**src/rtl/redux_ctrl.sv**
```systemverilog
// Redux-V 8-bit multi-cycle controller: fetch/decode sequencer, PC, 4x8 register file,
// initiator to an external combinational ALU and master on a single-port memory bus.
module redux_ctrl #(
  parameter logic [7:0] RESET_PC = 8'h00,
  parameter int         DATA_W   = 8
) (
  input  logic              clock,
  input  logic              reset,
  output logic [DATA_W-1:0] alu_A,
  output logic [DATA_W-1:0] alu_B,
  output logic [3:0]        alu_Seletor,
  input  logic [DATA_W-1:0] alu_S,
  input  logic              alu_ZERO,
  output logic [DATA_W-1:0] mem_addr,
  output logic              mem_re,
  output logic              mem_we,
  output logic [DATA_W-1:0] mem_wdata,
  input  logic [DATA_W-1:0] mem_rdata,
  input  logic              mem_ready,
  output logic [DATA_W-1:0] pc,
  output logic              halted,
  input  logic [1:0]        dbg_sel,
  output logic [DATA_W-1:0] dbg_data
);

  typedef enum logic [2:0] {
    FETCH,
    DECODE,
    EXEC,
    MEMRD,
    MEMWR,
    LIRD,
    HALT
  } state_t;

  localparam logic [3:0]        OP_LD   = 4'd10;
  localparam logic [3:0]        OP_ST   = 4'd11;
  localparam logic [3:0]        OP_BRZR = 4'd12;
  localparam logic [3:0]        OP_JI   = 4'd13;
  localparam logic [3:0]        OP_LI   = 4'd14;
  localparam logic [DATA_W-1:0] ONE     = 1;

  state_t            state;
  state_t            stateNext;
  logic [DATA_W-1:0] pcReg;
  logic [DATA_W-1:0] pcNext;
  logic [DATA_W-1:0] ir;
  logic [DATA_W-1:0] irNext;
  logic [DATA_W-1:0] rf [4];
  logic              regWe;
  logic [DATA_W-1:0] regWdata;

  logic [3:0]        op;
  logic [1:0]        ra;
  logic [1:0]        rb;
  logic [DATA_W-1:0] rfA;
  logic [DATA_W-1:0] rfB;
  logic [DATA_W-1:0] immExt;

  assign op       = ir[7:4];
  assign ra       = ir[3:2];
  assign rb       = ir[1:0];
  assign rfA      = rf[ra];
  assign rfB      = rf[rb];
  assign immExt   = {{(DATA_W-4){ir[3]}}, ir[3:0]};
  assign pc       = pcReg;
  assign halted   = (state == HALT);
  assign dbg_data = rf[dbg_sel];

  always_ff @(posedge clock) begin
    if (reset) begin
      state <= FETCH;
      pcReg <= RESET_PC;
      ir    <= '0;
      for (int i = 0; i < 4; i++) rf[i] <= '0;
    end else begin
      state <= stateNext;
      pcReg <= pcNext;
      ir    <= irNext;
      if (regWe) rf[ra] <= regWdata;
    end
  end

  // Bus and ALU drive depend only on state and registers, never on the returned
  // ALU result or mem_ready, so the external combinational ALU closes no loop.
  always_comb begin
    alu_A       = '0;
    alu_B       = '0;
    alu_Seletor = '0;
    mem_addr    = '0;
    mem_re      = 1'b0;
    mem_we      = 1'b0;
    mem_wdata   = '0;
    if (!reset) begin
      case (state)
        FETCH: begin
          mem_re   = 1'b1;
          mem_addr = pcReg;
        end
        EXEC: begin
          if (op == OP_BRZR) begin
            alu_A       = rfA;
            alu_B       = rfA;
            alu_Seletor = 4'd2;
          end else begin
            alu_A       = rfA;
            alu_B       = rfB;
            alu_Seletor = op;
          end
        end
        MEMRD: begin
          mem_re   = 1'b1;
          mem_addr = rfB;
        end
        MEMWR: begin
          mem_we    = 1'b1;
          mem_addr  = rfB;
          mem_wdata = rfA;
        end
        LIRD: begin
          mem_re   = 1'b1;
          mem_addr = pcReg;
        end
        default: ;
      endcase
    end
  end

  // Sequencing and write-back; every memory state stalls until mem_ready.
  always_comb begin
    stateNext = state;
    pcNext    = pcReg;
    irNext    = ir;
    regWe     = 1'b0;
    regWdata  = '0;
    case (state)
      FETCH: begin
        if (mem_ready) begin
          irNext    = mem_rdata;
          pcNext    = pcReg + ONE;
          stateNext = DECODE;
        end
      end
      DECODE: begin
        case (op)
          OP_LD:   stateNext = MEMRD;
          OP_ST:   stateNext = MEMWR;
          OP_BRZR: stateNext = EXEC;
          OP_JI: begin
            // PC already points past the instruction; offset is from its own address.
            pcNext    = pcReg - ONE + immExt;
            stateNext = FETCH;
          end
          OP_LI:   stateNext = LIRD;
          4'd15:   stateNext = HALT;
          default: stateNext = EXEC;
        endcase
      end
      EXEC: begin
        if (op == OP_BRZR) begin
          if (alu_ZERO) pcNext = rfB;
        end else begin
          regWe    = 1'b1;
          regWdata = alu_S;
        end
        stateNext = FETCH;
      end
      MEMRD: begin
        if (mem_ready) begin
          regWe     = 1'b1;
          regWdata  = mem_rdata;
          stateNext = FETCH;
        end
      end
      MEMWR: begin
        if (mem_ready) stateNext = FETCH;
      end
      LIRD: begin
        if (mem_ready) begin
          regWe     = 1'b1;
          regWdata  = mem_rdata;
          pcNext    = pcReg + ONE;
          stateNext = FETCH;
        end
      end
      HALT: stateNext = HALT;
      default: stateNext = FETCH;
    endcase
  end

endmodule

```
**config.mk**
```make
export PLATFORM = sky130hd
export DESIGN_NAME = redux_ctrl
export DESIGN_NICKNAME = d
export VERILOG_FILES = /design/src/rtl/redux_ctrl.sv
export SDC_FILE = /design/constraint.sdc
export NUM_CORES = 1
export LEC_CHECK = 0
export ABC_AREA = 1
export CAP_MARGIN = 20
export CORE_MARGIN = 4
export CORE_UTILIZATION = 57
export CTS_BUF_LIST = sky130_fd_sc_hd__clkbuf_16
export CTS_CLUSTER_SIZE = 8
export DETAILED_ROUTE_END_ITERATION = 6
export PLACE_DENSITY = 0.85
export SLEW_MARGIN = 5
export SYNTH_ARGS = -nofsm -noshare
export SYNTH_HDL_FRONTEND = slang
export SYNTH_SLANG_ARGS = --single-unit
```
**constraint.sdc**
```tcl
create_clock -name clock -period 4 [get_ports clock]
set_clock_uncertainty 0.15 [all_clocks]
set_input_delay 0.8 -clock clock [delete_from_list [all_inputs] [get_ports clock]]
set_output_delay 0.8 -clock clock [all_outputs]
set_load 0.02 [all_outputs]
```
After elaboration in Yosys (flattened, before gate mapping)
Memories as Yosys holds them, arrays and structs flattened. A register that Yosys moved wholly into a read port is not among the register bits.
Cells that the tools add are included.

word-level totals
  bits in registers = 19
  memory bits (writable) = 32
  bits of input ports = 22
  memories kept = 1

memory list
  name  words  bits a word  read ports  clocked after memory_dff  write ports  line  text
  rf    4      8            3           2                         4            49    logic [DATA_W-1:0] rf [4];

operators by class
  add/subtract/negate cells = 3
  equal/unequal tests = 18
  multiplexer cells = 43
  reduce and logical (&&, ||, !) cells = 11

operators with widths
  operator                                              count
  2-to-1 mux 8 bit                                      15
  case mux 8 bit (2 select lines)                       2
  equality test 4 bit (second input constant)           6
  case mux 8 bit (3 select lines)                       1
  case mux 3 bit (5 select lines)                       1
  2-to-1 mux 1 bit                                      12
  2-to-1 mux 4 bit                                      3
  case mux 3 bit (4 select lines)                       1
  2-to-1 mux 2 bit                                      5
  equality test 3 bit (second input constant)           3
  adder 8 x 1 -> 8 bit (second input constant)          1
  adder 8 bit                                           1
  != test 2 bit (second input constant)                 4
  OR reduction 8 bit                                    1
  subtractor 8 x 1 -> 8 bit (second input constant)     1
  equality test 3 x 2 -> 1 bit (second input constant)  2
  2-to-1 mux 3 bit                                      2
  OR reduction 2 bit                                    3
  OR reduction 3 bit                                    2
  AND reduction 5 bit                                   1
  != test 2 x 1 -> 1 bit (second input constant)        2
  AND reduction 2 bit                                   2
  equality test 3 x 1 -> 1 bit (second input constant)  1
  zero test 3 bit                                       1
  2 further kinds                                       2

Logic depth before layout (Yosys ltp)
  depth in word-level cells = 8
  depth in mapped cells = 13
  gate-level depth less buffers = 13

Worst setup path after synthesis
OpenSTA, ideal clock, no wires.

  path kind = input -> output
  start = input reset
  end = output mem_wdata[0]
  data arrival time = 1,819 ps
  setup slack = 1,231 ps
  cell stages on the path = 4
  path buffers = 1
  cell sequence = buf_2 -> nor2_1 -> inv_1 -> nor2_1

on the way
  longest elaborated chain between the ends = 1

RTL lines
  item              line  text
  start, declared   8     input logic reset,
  2-to-1 mux 8 bit  94    if (!reset) begin
  end, declared     17    output logic [DATA_W-1:0] mem_wdata,

Every way passes these cells.

==> results_dict.tcl <==
set metrics [dict create \
    maximum_operating_frequency_ghz 0.2739 \
    cts_buffers 5 \
    timing.critical_path.arrival_ns 2.70 \
    standard_cell_core_area_mm2 0.006832 \
    share_comb_of_total_power 0.549 \
    cp_data_required_time_ns 3.05 \
    worst_ir_drop_vdd_uv 343.3 \
    power_density_mw_per_mm2 599.4 \
    initial_antenna_violation_count 0 \
    drc 0 \
    cellLeakagePower_nw 2.199 \
    floorplan.io_pins 77 \
    synthCells 615 \
    grt_remaining_overflow 0 \
    vias 4531 \
    detail_routed_via_count_per_cell 5.816 \
    critical_path.startpoint_type "flip-flop" \
    std_cell_rows 30 \
    cell_internal_pwr_mw 1.597 \
    gp_congestion 0.9606 \
    clock-root-buffer "sky130_fd_sc_hd__clkbuf_16" \
    fin_tns_setup_ns 0 \
    drive_above_1_share 0.05124 \
    timing.hold.ws_ns 0.3586 \
    worst_skew_pair.late_latency_ns 0.30 \
    grt_setup_unrepaired "false" \
    cts_max_level 2 \
    sw_frac_of_total 0.4705 \
    cts.clk_slew.worst_paths_ns 0.07 \
    detailed_place_hpwl_um 9523 \
    die_width_um 92.26 \
    post-route-period-util 0.9126 \
    worst-setup-path-type "reg2out" \
    drv_slew 0 \
    run_status "complete, no violations" \
    synth.net_count 652 \
    hold_viol_final 0 \
    postRouteAntennaNets 0 \
    report.final.setup_viol 0 \
    seq_power_share 0.281 \
    seq_area_frac_synth 0.3513 \
    clock_power_share 0.170 \
    clockBufferDepth 2 \
    final_net_count 719 \
    area.growth.synth_to_final_pct 24.37 \
    clkSinkCount 55 \
    antenna_cells_inserted 0 \
    synth.lib_cells_used.distinct 30 \
    fp.dieArea_mm2 0.008511 \
    cts.hold.buffers_added 0 \
    start_util 0.5923 \
    critical_path_peak_fanout 17 \
    routed_wire_length_per_instance_um 15.91 \
    reg2reg_setup_slack_ns 1.52 \
    timing_worst_slew_pin_value_ns 0.5921 \
    global_route_wire_length_before_repair_um 19510 \
    timing.critical_path.to_type "output port" \
    synth-seq-cells 55 \
    global_route.usage.total 0.2875 \
    height_of_the_die_um 92.26 \
    layout.filler_cells 547 \
    worst_hold_path_type "reg2reg" \
    syn_area_mm2 0.004046 \
    drt_pre_antenna_iters 6 \
    net-switching-power_mw 1.419 \
    cts_resized 0 \
    io_buffer_count 76 \
    detailed_route_iter0_violations 402 \
    tritoncts "yes" \
    wirelength_um 12390 \
    worst_slew_margin_rel 0.6011 \
    post_synthesis_average_cell_area_um2 6.579 \
    grt_pass1_vias 4079 \
    cap_viol_max_count 0 \
    grt_max_degree 26 \
    postCtsSetupRepairBufs 0 \
    final.min_clock_period_ns 3.651 \
    fin_util 0.7366 \
    yosysWarningCount 0 \
]
-- Yosys cell counts, drive strengths merged --
cell,number,area (um^2)
nand2,150,610.6
nor2,110,437.9
inv,88,332.8
o21ai,68,340.3
nand3,38,202.7
a21oi,37,185.2
edfxtp,32,960.9
dfxtp,23,460.4
o22ai,20,125.1
ha,14,175.2
buf,11,62.56
clkbuf,9,33.78
or2,4,25.02
a32oi,3,26.28
nor3,2,10.01
a32o,1,10.01
and2,1,6.260
fa,1,20.02
nand3b,1,7.510
nand4,1,6.260
o211ai,1,7.510
-- stage by stage --
stage / power (mW) / instances / setup slack (ns) / instance area [um^2]
after floorplan: 2.012 / 615 / 1.231 / 4046
final: 3.016 / 779 / 0.3495 / 5032
after global placement: 2.412 / 771 / 0.4718 / 4861
after detailed placement: 2.475 / 771 / 0.4325 / 4861
after global routing: 3.251 / 779 / 0.2448 / 5032
after CTS: 2.992 / 779 / 0.4060 / 5032
-- logic make-up (layout without fill, tap and decap cells) --
family | Yosys count | count (layout) | share of synthesized area
AND/OR/NAND/NOR | 307 | 307 | 0.3228
AO/OA/AOI/OAI | 130 | 130 | 0.1716
buffers and inverters | 108 | 176 | 0.1061
flip-flops | 55 | 55 | 0.3513
adder cells (fa/ha/maj) | 15 | 15 | 0.04824
-- critical path: stages (launching register included) --
cell and delay (ns):
sky130_fd_sc_hd__dfxtp_1 0.49, sky130_fd_sc_hd__inv_2 0.31, sky130_fd_sc_hd__nor2_1 0.07, sky130_fd_sc_hd__o21ai_0 0.50, sky130_fd_sc_hd__nand2_1 0.10, sky130_fd_sc_hd__a21oi_1 0.27
sky130_fd_sc_hd__clkdlybuf4s50_1 0.66
-- path summary, 6_finish.rpt --
kind	from	endpoint	cells after the start
worst max-delay path	flip-flop	mem_addr[1]	6
worst min-delay path	ir[0]	ir[0]	2
worst max register to register	ir[3]	pc[6]	10
worst min register to register	ir[0]	ir[0]	2
-- sequential cells by signal, indices dropped and copies added (netlist names), named ones only --
register	cells
ir	8
pc	8
rf	32
state	3
-- layer usage --
layer,vias up,track usage,routed length [um]
met1,2066,0.3651,5048
met2,309,0.4927,5846
met5,-,0,0
met4,0,0.08540,222
met3,29,0.05824,1273
li1,2127,-,-
-- final cells by class --
cell class / instances / area [um^2] / area share
inverter: 88 / 332.8 / 0.06614
clock buffer: 5 / 125.1 / 0.02486
multi-input combinational: 452 / 2196 / 0.4364
tap: 96 / 120.1 / 0.02387
sequential: 55 / 1421 / 0.2824
timing repair buffer: 80 / 790.8 / 0.1571
clock inverter: 3 / 46.29 / 0.009199
-- layout by cell type, fill, tap and decap left out, drive strengths merged --
cell type	count
a21oi	37
a32o	1
a32oi	3
and2	1
buf	4
bufinv	1
clkbuf	5
clkdlybuf4s50	76
clkinvlp	1
dfxtp	23
edfxtp	32
fa	1
ha	14
inv	89
nand2	150
nand3	38
nand3b	1
nand4	1
nor2	110
nor3	2
o211ai	1
o21ai	68
o22ai	20
or2	4
-- power by group through the flow --
| stage | clock network (mW) | logic [mW] | registers (mW) |
|---|---|---|---|
| after floorplan | 0 | 1.21 | 0.804 |
| after global placement | 0 | 1.57 | 0.846 |
| after detailed placement | 0 | 1.62 | 0.852 |
| after CTS | 0.516 | 1.64 | 0.840 |
| after global routing | 0.535 | 1.86 | 0.860 |
| final | 0.513 | 1.66 | 0.848 |
(Power assumes the default switching activity.)
